`config.mk`:
```
export PLATFORM = sky130hd
export DESIGN_NAME = debug_trace_capture
export DESIGN_NICKNAME = d
export VERILOG_FILES = /design/src/rtl/debug_trace_capture.sv
export SDC_FILE = /design/constraint.sdc
export NUM_CORES = 1
export LEC_CHECK = 0
export BUFFER_PORTS_ARGS = -buffer_cell sky130_fd_sc_hd__buf_4
export CAP_MARGIN = 20
export CORE_MARGIN = 3
export CORE_UTILIZATION = 50
export DETAILED_ROUTE_END_ITERATION = 8
export PLACE_DENSITY = 0.78
export SLEW_MARGIN = 30
export SYNTH_ARGS = -nofsm -noshare
export SYNTH_HDL_FRONTEND = slang
export SYNTH_SLANG_ARGS = --single-unit
```
`constraint.sdc`:
```
create_clock -name clk -period 4.85 [get_ports clk]
set_clock_uncertainty 0.2 [all_clocks]
set_input_delay 0 -clock clk [delete_from_list [all_inputs] [get_ports clk]]
set_output_delay 0 -clock clk [all_outputs]
set_load 0.1 [all_outputs]
```
`src/rtl/debug_trace_capture.sv`:
```
// Triggered trace buffer behind the SNN debug mux.
// Captures DEPTH strobed samples after a trigger, then drains via pops.
module debug_trace_capture #(
  parameter int DATA_WIDTH = 8,
  parameter int DEPTH      = 16,
  parameter int ADDR_WIDTH = 4
) (
  input  logic                  clk,
  input  logic                  rst,
  input  logic                  arm,
  input  logic                  trig_en,
  input  logic [DATA_WIDTH-1:0] trig_value,
  input  logic                  sample_strobe,
  input  logic [DATA_WIDTH-1:0] debug_data,
  input  logic                  rd_en,
  output logic [DATA_WIDTH-1:0] rd_data,
  output logic                  rd_valid,
  output logic [ADDR_WIDTH:0]   level,
  output logic [1:0]            state,
  output logic                  rd_err
);

  typedef enum logic [1:0] {
    S_IDLE    = 2'b00,
    S_ARMED   = 2'b01,
    S_CAPTURE = 2'b10,
    S_DONE    = 2'b11
  } state_t;

  localparam logic [ADDR_WIDTH:0] LP_LAST =
    (ADDR_WIDTH+1)'(DEPTH - 1);

  state_t                  r_state;
  logic [DATA_WIDTH-1:0]   r_mem [DEPTH];
  logic [ADDR_WIDTH-1:0]   r_wr_ptr;
  logic [ADDR_WIDTH-1:0]   r_rd_ptr;
  logic [ADDR_WIDTH:0]     r_count;
  logic [DATA_WIDTH-1:0]   r_rd_data;
  logic                    r_rd_valid;
  logic                    r_rd_err;

  logic w_match;
  logic w_we;
  logic w_pop;

  assign w_match = !trig_en || (debug_data == trig_value);

  // arm and rst both suppress any write or pop in their cycle
  assign w_we = !rst && !arm && sample_strobe &&
                ((r_state == S_ARMED && w_match) ||
                 r_state == S_CAPTURE);

  assign w_pop = !rst && !arm && rd_en &&
                 (r_state == S_DONE) && (r_count != '0);

  always_ff @(posedge clk) begin
    if (w_we) r_mem[r_wr_ptr] <= debug_data;
  end

  always_ff @(posedge clk) begin
    if (rst) begin
      r_state    <= S_IDLE;
      r_wr_ptr   <= '0;
      r_rd_ptr   <= '0;
      r_count    <= '0;
      r_rd_data  <= '0;
      r_rd_valid <= 1'b0;
      r_rd_err   <= 1'b0;
    end else begin
      r_rd_valid <= 1'b0;
      if (arm) begin
        r_state  <= S_ARMED;
        r_wr_ptr <= '0;
        r_rd_ptr <= '0;
        r_count  <= '0;
        r_rd_err <= 1'b0;
      end else begin
        unique case (r_state)
          S_IDLE: ;
          S_ARMED: begin
            if (w_we) begin
              r_wr_ptr <= r_wr_ptr + 1'b1;
              r_count  <= r_count + 1'b1;
              r_state  <= S_CAPTURE;
            end
          end
          S_CAPTURE: begin
            if (w_we) begin
              r_wr_ptr <= r_wr_ptr + 1'b1;
              r_count  <= r_count + 1'b1;
              if (r_count == LP_LAST) r_state <= S_DONE;
            end
          end
          S_DONE: begin
            if (w_pop) begin
              r_rd_data  <= r_mem[r_rd_ptr];
              r_rd_ptr   <= r_rd_ptr + 1'b1;
              r_count    <= r_count - 1'b1;
              r_rd_valid <= 1'b1;
            end else if (rd_en) begin
              r_rd_err <= 1'b1;
            end
          end
          default: ;
        endcase
      end
    end
  end

  assign rd_data  = r_rd_data;
  assign rd_valid = r_rd_valid;
  assign level    = r_count;
  assign state    = r_state;
  assign rd_err   = r_rd_err;

endmodule

```
# Yosys cells after proc, flatten, opt, wreduce, memory -nomap -nowiden

Memory sizes are Yosys's and may differ from the RTL's. A register that Yosys moved wholly into a read port is not among the register bits.
Cells that the tools add are included.

Word-level logic and storage cells: 65
Bits in writable memories: 128
Output and inout bits: 17
Memories kept: 1
Input bits: 22
Bits in latches: 0
Register bits after elaboration: 17
Bits in read-only memories: 0

Shift-type cells: 0
Add/sub/neg operators: 4
Divide/modulo/power cells: 0
Mux-type cells: 11
$lt $le $gt $ge: 0
Bitwise gates (word level): 3
Equal/unequal tests: 13
$mul: 0
Reduce and logical (&&, ||, !) cells: 26

Memory list:

| name  | depth | width | rd ports | clocked after memory_dff | wr ports | line | RTL |
|---|---|---|---|---|---|---|---|
| r_mem | 16    | 8     | 1        | 1                        | 1        | 34   | `logic [DATA_WIDTH-1:0] r_mem [DEPTH];` |

Operators with widths:

| cell                                                                | number |
|---|---|
| 5-bit 2-to-1 mux                                                    | 2 |
| 5-bit one-hot mux with 2 select lines                               | 1 |
| 3-bit AND reduction                                                 | 3 |
| 4-bit by 1-bit adder with 4-bit output (second input constant)      | 2 |
| 8-bit == test                                                       | 1 |
| 4-bit AND reduction                                                 | 2 |
| 1-bit logical AND                                                   | 7 |
| 2-bit 2-to-1 mux                                                    | 3 |
| 2-bit != test (second input constant)                               | 3 |
| 3-bit != test (second input constant)                               | 2 |
| 5-bit by 1-bit adder with 5-bit output (second input constant)      | 1 |
| 5-bit by 4-bit == test with 1-bit output (second input constant)    | 1 |
| 5-bit nonzero test                                                  | 1 |
| 5-bit by 1-bit subtractor with 5-bit output (second input constant) | 1 |
| 2-bit == test (second input constant)                               | 2 |
| 1-bit 2-to-1 mux                                                    | 4 |
| 2-bit by 1-bit != test with 1-bit output (second input constant)    | 2 |
| 2-bit one-hot mux with 2 select lines                               | 1 |
| 2-bit AND reduction                                                 | 2 |
| 2-bit nonzero test                                                  | 2 |
| 2-bit OR reduction                                                  | 2 |
| 1-bit zero test                                                     | 3 |
| 3-bit by 2-bit != test with 1-bit output (second input constant)    | 1 |
| 1-bit NOT                                                           | 3 |
| other kinds (4)                                                     | 5 |

# Logic depth before layout (Yosys ltp)

Word-level depth: 8
Gate-level depth with buffers: 8
Mapped depth without buffers: 8

# Least setup slack after synthesis

Ideal clock, no wire load.

Kind: reg2reg
From: register r_state[1] (netlist: state[1])
To: memory r_mem[2][0], enable pin
Stages on the path, launching flop included: 6
Library setup time: 0.383 ns
Setup slack: 1.712 ns
Data required time: 4.267 ns
Arrival time: 2.555 ns
Cell sequence: dfxtp_1 ha_1 o21ai_0 nor2_1 nand3_1 nor3_1

Longest elaborated chain between the ends: 6
Elaborated cells between the ends (all ways): 7

RTL lines:

| what                                     | line | RTL |
|---|---|---|
| from (decl)                              | 33   | `state_t r_state;` |
| from (signal assigned)                   | 62   | `r_state <= S_IDLE;` |
| from (signal assigned)                   | 72   | `r_state <= S_ARMED;` |
| from (signal assigned)                   | 84   | `r_state <= S_CAPTURE;` |
| 2-bit by 1-bit == test with 1-bit output | 50   | `((r_state == S_ARMED && w_match) \|\|` |
| 1-bit logical AND                        | 50   |  |
| 1-bit logical OR *                       | 50   |  |
| 1-bit logical AND *                      | 49   | `assign w_we = !rst && !arm && sample_strobe &&` |
| 1-bit 2-to-1 mux *                       | 57   | `if (w_we) r_mem[r_wr_ptr] <= debug_data;` |
| 1-bit 2-to-1 mux (implied by the code) * | 57   |  |
| to (decl)                                | 34   |  |

Every way passes the cells marked *; elsewhere a longest branch is shown, timed or not.

# Worst setup path in the final report

From: input port debug_data[3]
To: memory r_mem[15][2], enable pin

Longest elaborated chain between the ends: 7

RTL lines:

| what                                   | line | RTL |
|---|---|---|
| from (decl)                            | 14   | `input logic [DATA_WIDTH-1:0] debug_data,` |
| 8-bit == test                          | 46   | `assign w_match = !trig_en \|\| (debug_data == trig_value);` |
| 1-bit logical OR                       | 46   |  |
| 1-bit logical AND                      | 50   |  |
| 1-bit logical OR                       | 50   |  |
| 1-bit logical AND                      | 49   |  |
| 1-bit 2-to-1 mux                       | 57   |  |
| 1-bit 2-to-1 mux (implied by the code) | 57   |  |

Every way passes these cells.

==> run summary <==
The run finished with clean final reports. Dividing the detail-routed wire length by the instance count gives 21.7 um. For the finished layout, the period the worst path requires is 2.95 ns. The floorplan has 40 rows. For this run, design rule violations remaining after detail routing come to 0.

The HPWL after detailed placement is 8.52 mm. Of the total synthesized cell area, the portion taken by full adders, half adders and majority gates is 2.73%. The cell count after synthesis came out at 376. After synthesis, the largest family of logic cells by area is multiplexers. Of all nets on the critical path, the largest fanout is 17.

The utilization after layout is 61.0%. Type of the setup path with the least slack: input port to register. Cell internal power was estimated by the tool at 2.24 mW. The mapped netlist covers 0.00623 mm^2.

For this configuration, the core starts out at a cell density of 51.4%. Dividing total power by cell area gives a power density of 375 mW/mm^2. The logs give 20.8 mm for the global-route wire length before repair and 12 for the number of hold-repair buffers added at the cts stage. The logs give 20.1% for the combined global-route utilization of all metal layers and 0.00435 mm^2 for the area of all sequential standard cells. The total CTS buffers was 17. The run gives 568 as the placed instance count. In the final routing, the length of wire on met1 measures 5.63 mm. Yosys mapped the design onto 40 distinct sky130hd cell types.

The run gives 0 as the max-cap violation count. In this run the tightest slew margin relative to its limit is 37.0%. For the via count of the first global-routing pass, the log shows 3592.

The prevailing post-synth register cell was edfxtp_1. The tools report the overall power consumption as 2.77 mW. The arrival time at the worst endpoint was 2.79 ns; the fraction of the yosys area taken by sequential cells was 69.7%.

Global routing finished with a remaining overflow of 0. The net switching fraction of the power is 19.0%, and the total area of multi-input combinational cells is 0.00180 mm^2. Relative to the synthesized area, the layout overhead comes to 18.5%. Clock latency on the worst-skew pair, taken at its later pin, is 0.42 ns. Yosys printed 0 warnings. Per report_power, the clock group accounts for 45.6% of the total. For the pin with the worst max-slew slack, the measured transition is 0.941 ns. The largest stage delay on the critical path was 0.79 ns; the number of search-and-repair iterations in the first detailed-routing pass was 4.

The die is 118 um wide. Walking the worst path, the cells encountered are dlygate4sd3_1 > buf_4 > xnor2_1 > nand4_1 > o21ai_1 > nand3_1 > nor2_1. Derived from the worst setup path, the maximum achievable clock frequency is 339 MHz.

Once layout is done, the placed cells without fillers occupy 0.00738 mm^2. Setup repair after global routing left no endpoint under its margin. The repair_antennas step left the layout with diodes totalling 0. The routed layout has 3580 vias.

The synthesized design contains 128 enable-type register cells. The proportion of register bits with asynchronous set or reset after synthesis is 0%, and the sink count of the clock tree is 153. The cell type of the slowest stage on the worst timing path is nor2_1. The post-CTS setup-driven buffer insertion count is 0, and the net count of the mapped netlist is 411.

The initial DRC count is 404, and the number of top-level pins is 39. Worst hold slack across all endpoints: 0.116 ns. TritonCTS built the clock tree.

In the final layout, the share of cells above drive strength 1 is 23.6%. The post-CTS clock slew at the launch and capture registers of the worst setup and hold paths came out at 0.06 ns. The die covers 0.0138 mm^2. The tools report the global placer's final weighted congestion as 0.890. Combinational logic burns 3.0% of the power. The min-delay analysis places its worst path in the category input port to register.

In this run the vertical extent of the chip is 118 um. The finished layout holds 609 standard cells, fillers aside. Timing analysis after detailed placement gives a worst setup slack of 1.94 ns. Fill cells in the final layout number 882. After detailed routing, the met2 layer carries 6.48 mm of wire. The logs give 0 for the total count of max-transition violations in the final report and 2.46 nW for the leakage dissipation. The buffer cell driving the clock tree root is clkbuf_16.

The fraction of the mapped netlist area in compound gates works out to 5.94%. In this run the mean area of a mapped cell was 16.6 um^2. The tools report the kind of end point of the critical path as a register. Of the total synthesized cell area, the portion taken by AND, OR, NAND and NOR gates is 6.03%. Adding up every negative setup slack in the final design gives 0 ns.

The analysis attributes to net switching a power of 0.528 mW. The final critical-path share of the clock period works out to 60.9%. After clock tree synthesis, the repair step resized 0 gates. The logs give 263 uV for the maximum resistive drop on vdd and 0.0121 mm^2 for the placeable core region.

The final layout contains routed wiring with a total length of 13.2 mm. In this run the top signal layer used is met4. The clock tree synthesis step divided the H-tree into 4 levels. The count of nets left with antenna violations once routing finished came out at 0. Entering global routing, the biggest net connects 36 pins. The placed instances occupy a cell area of 0.00669 mm^2. The logs give 0 for the number of antenna violations at the first check in global routing and 51.5% for the sequential group share of total power. The via count normalized by instance count works out to 5.88. Setup violations remaining at the end of the flow were counted as 0.

For the worst setup margin, the log shows 1.90 ns. The routed design uses 750 um of met3 wire. Port buffering added 38 buffers. After the last flow step, the layout net total stands at 466. STA classifies the critical path startpoint as an input port. The flip-flop and latch count after synthesis is 153, and the hold violation count in the final report is 0.

The XOR/XNOR share of the synthesized area was 1.69%; the mux cell area share after synthesis was 12.2%. The clock passes through at most 2 buffers. Data on the critical path is required at its endpoint by 4.68 ns.
metal layers:
layer / up-vias / global-route usage [%]
met1: 1844 / 27.4
met5: - / 0
met2: 120 / 30.8
met3: 24 / 5.48
met4: 0 / 8.35
li1: 1592 / -
cell usage in the layout, fill, tap and decap left out, drive strengths merged, types with 2 or more instances in the layout:
cell         netlist  final
nand2              8      8
nor3               7      7
clkinvlp           0      3
or2                4      4
and2               2      2
nor2b              3      3
inv                9      9
a211oi             2      2
bufinv             0      3
dlygate4sd3        0     12
clkbuf             8     18
buf                9     41
o21ai              6      6
o211ai             3      3
or3                4      4
nand2b             4      4
dfxtp             25     25
xor2               2      2
mux4              32     32
nor2              30     30
a21oi             23     23
nand4              5      5
a22oi             16     16
xnor2             10     10
nand3              8      8
ha                12     12
mux2i              4      4
edfxtp           128    128
clkinv             0      5
synth_stat cells (2+ instances only):
| library cell | number | area, um^2 |
|---|---|---|
| nand2_1 | 8 | 30.0 |
| and2_1 | 2 | 12.5 |
| a211oi_1 | 2 | 15.0 |
| nor2_1 | 30 | 113 |
| mux4_2 | 32 | 721 |
| mux2i_1 | 4 | 40.0 |
| or2_1 | 3 | 18.8 |
| ha_1 | 12 | 150 |
| nor3_1 | 7 | 35.0 |
| o21ai_1 | 3 | 15.0 |
| inv_1 | 9 | 33.8 |
| dfxtp_1 | 25 | 500 |
| xor2_1 | 2 | 17.5 |
| o211ai_1 | 3 | 22.5 |
| o21ai_0 | 3 | 15.0 |
| xnor2_1 | 10 | 87.6 |
| nand4_1 | 5 | 31.3 |
| nand2b_1 | 4 | 25.0 |
| nand3_1 | 8 | 40.0 |
| or3_1 | 4 | 25.0 |
| nor2b_1 | 3 | 18.8 |
| edfxtp_1 | 128 | 3840 |
| a21oi_1 | 23 | 115 |
| a22oi_1 | 16 | 120 |
| buf_1 | 4 | 15.0 |
| buf_2 | 5 | 25.0 |
| clkbuf_1 | 8 | 30.0 |
power groups by stage:
| stage | logic (mW) | clock network (mW) | registers [mW] |
|---|---|---|---|
| after floorplan | 0.0231 | 0 | 1.46 |
| after global placement | 0.0705 | 0 | 1.45 |
| after detailed placement | 0.0728 | 0 | 1.45 |
| after CTS | 0.0812 | 1.27 | 1.43 |
| after global routing | 0.0881 | 1.33 | 1.43 |
| final | 0.0819 | 1.26 | 1.43 |
area by class of cell:
class	instances	area share, %
clock inverter	11	1.80
inverter	9	0.458
multi-input combinational	197	24.4
tap	168	2.85
clock buffer	18	5.81
timing repair buffer	53	5.80
sequential	153	58.9
critical path, delay by kind of cell:
kind,cells,cell delay [ns]
AO/OA/AOI/OAI,1,0.59
buffers and inverters,2,0.74
AND/OR/NAND/NOR,3,1.28
XOR/XNOR,1,0.18
path summary, 6_finish.rpt:
check	cells past startpoint	end	slack [ns]	from
worst min register to register	2	rd_err	0.29	rd_err
worst min-delay path	6	state[1]	0.12	trig_value[5]
worst max register to register	6	r_mem[15][2]	1.95	state[0]
worst max-delay path	7	r_mem[15][2]	1.90	debug_data[3]
logic make-up (layout without fill, tap and decap cells):
family,Yosys count,in the layout
DFF,153,153
and+or+nand+nor,78,78
buffers and inverters,26,91
xor gates and xnor gates,12,12
muxes,36,36
adders and majority gates,13,13
AOI/OAI and AO/OA,58,58
flip-flops by register name (all words and copies together) (netlist names):
signal    count
r_mem       128
r_wr_ptr      4
rd_data       8
state         2
rd_err        1
r_rd_ptr      4
rd_valid      1
level         5
No activity file was read; power rests on OpenSTA's default activity.
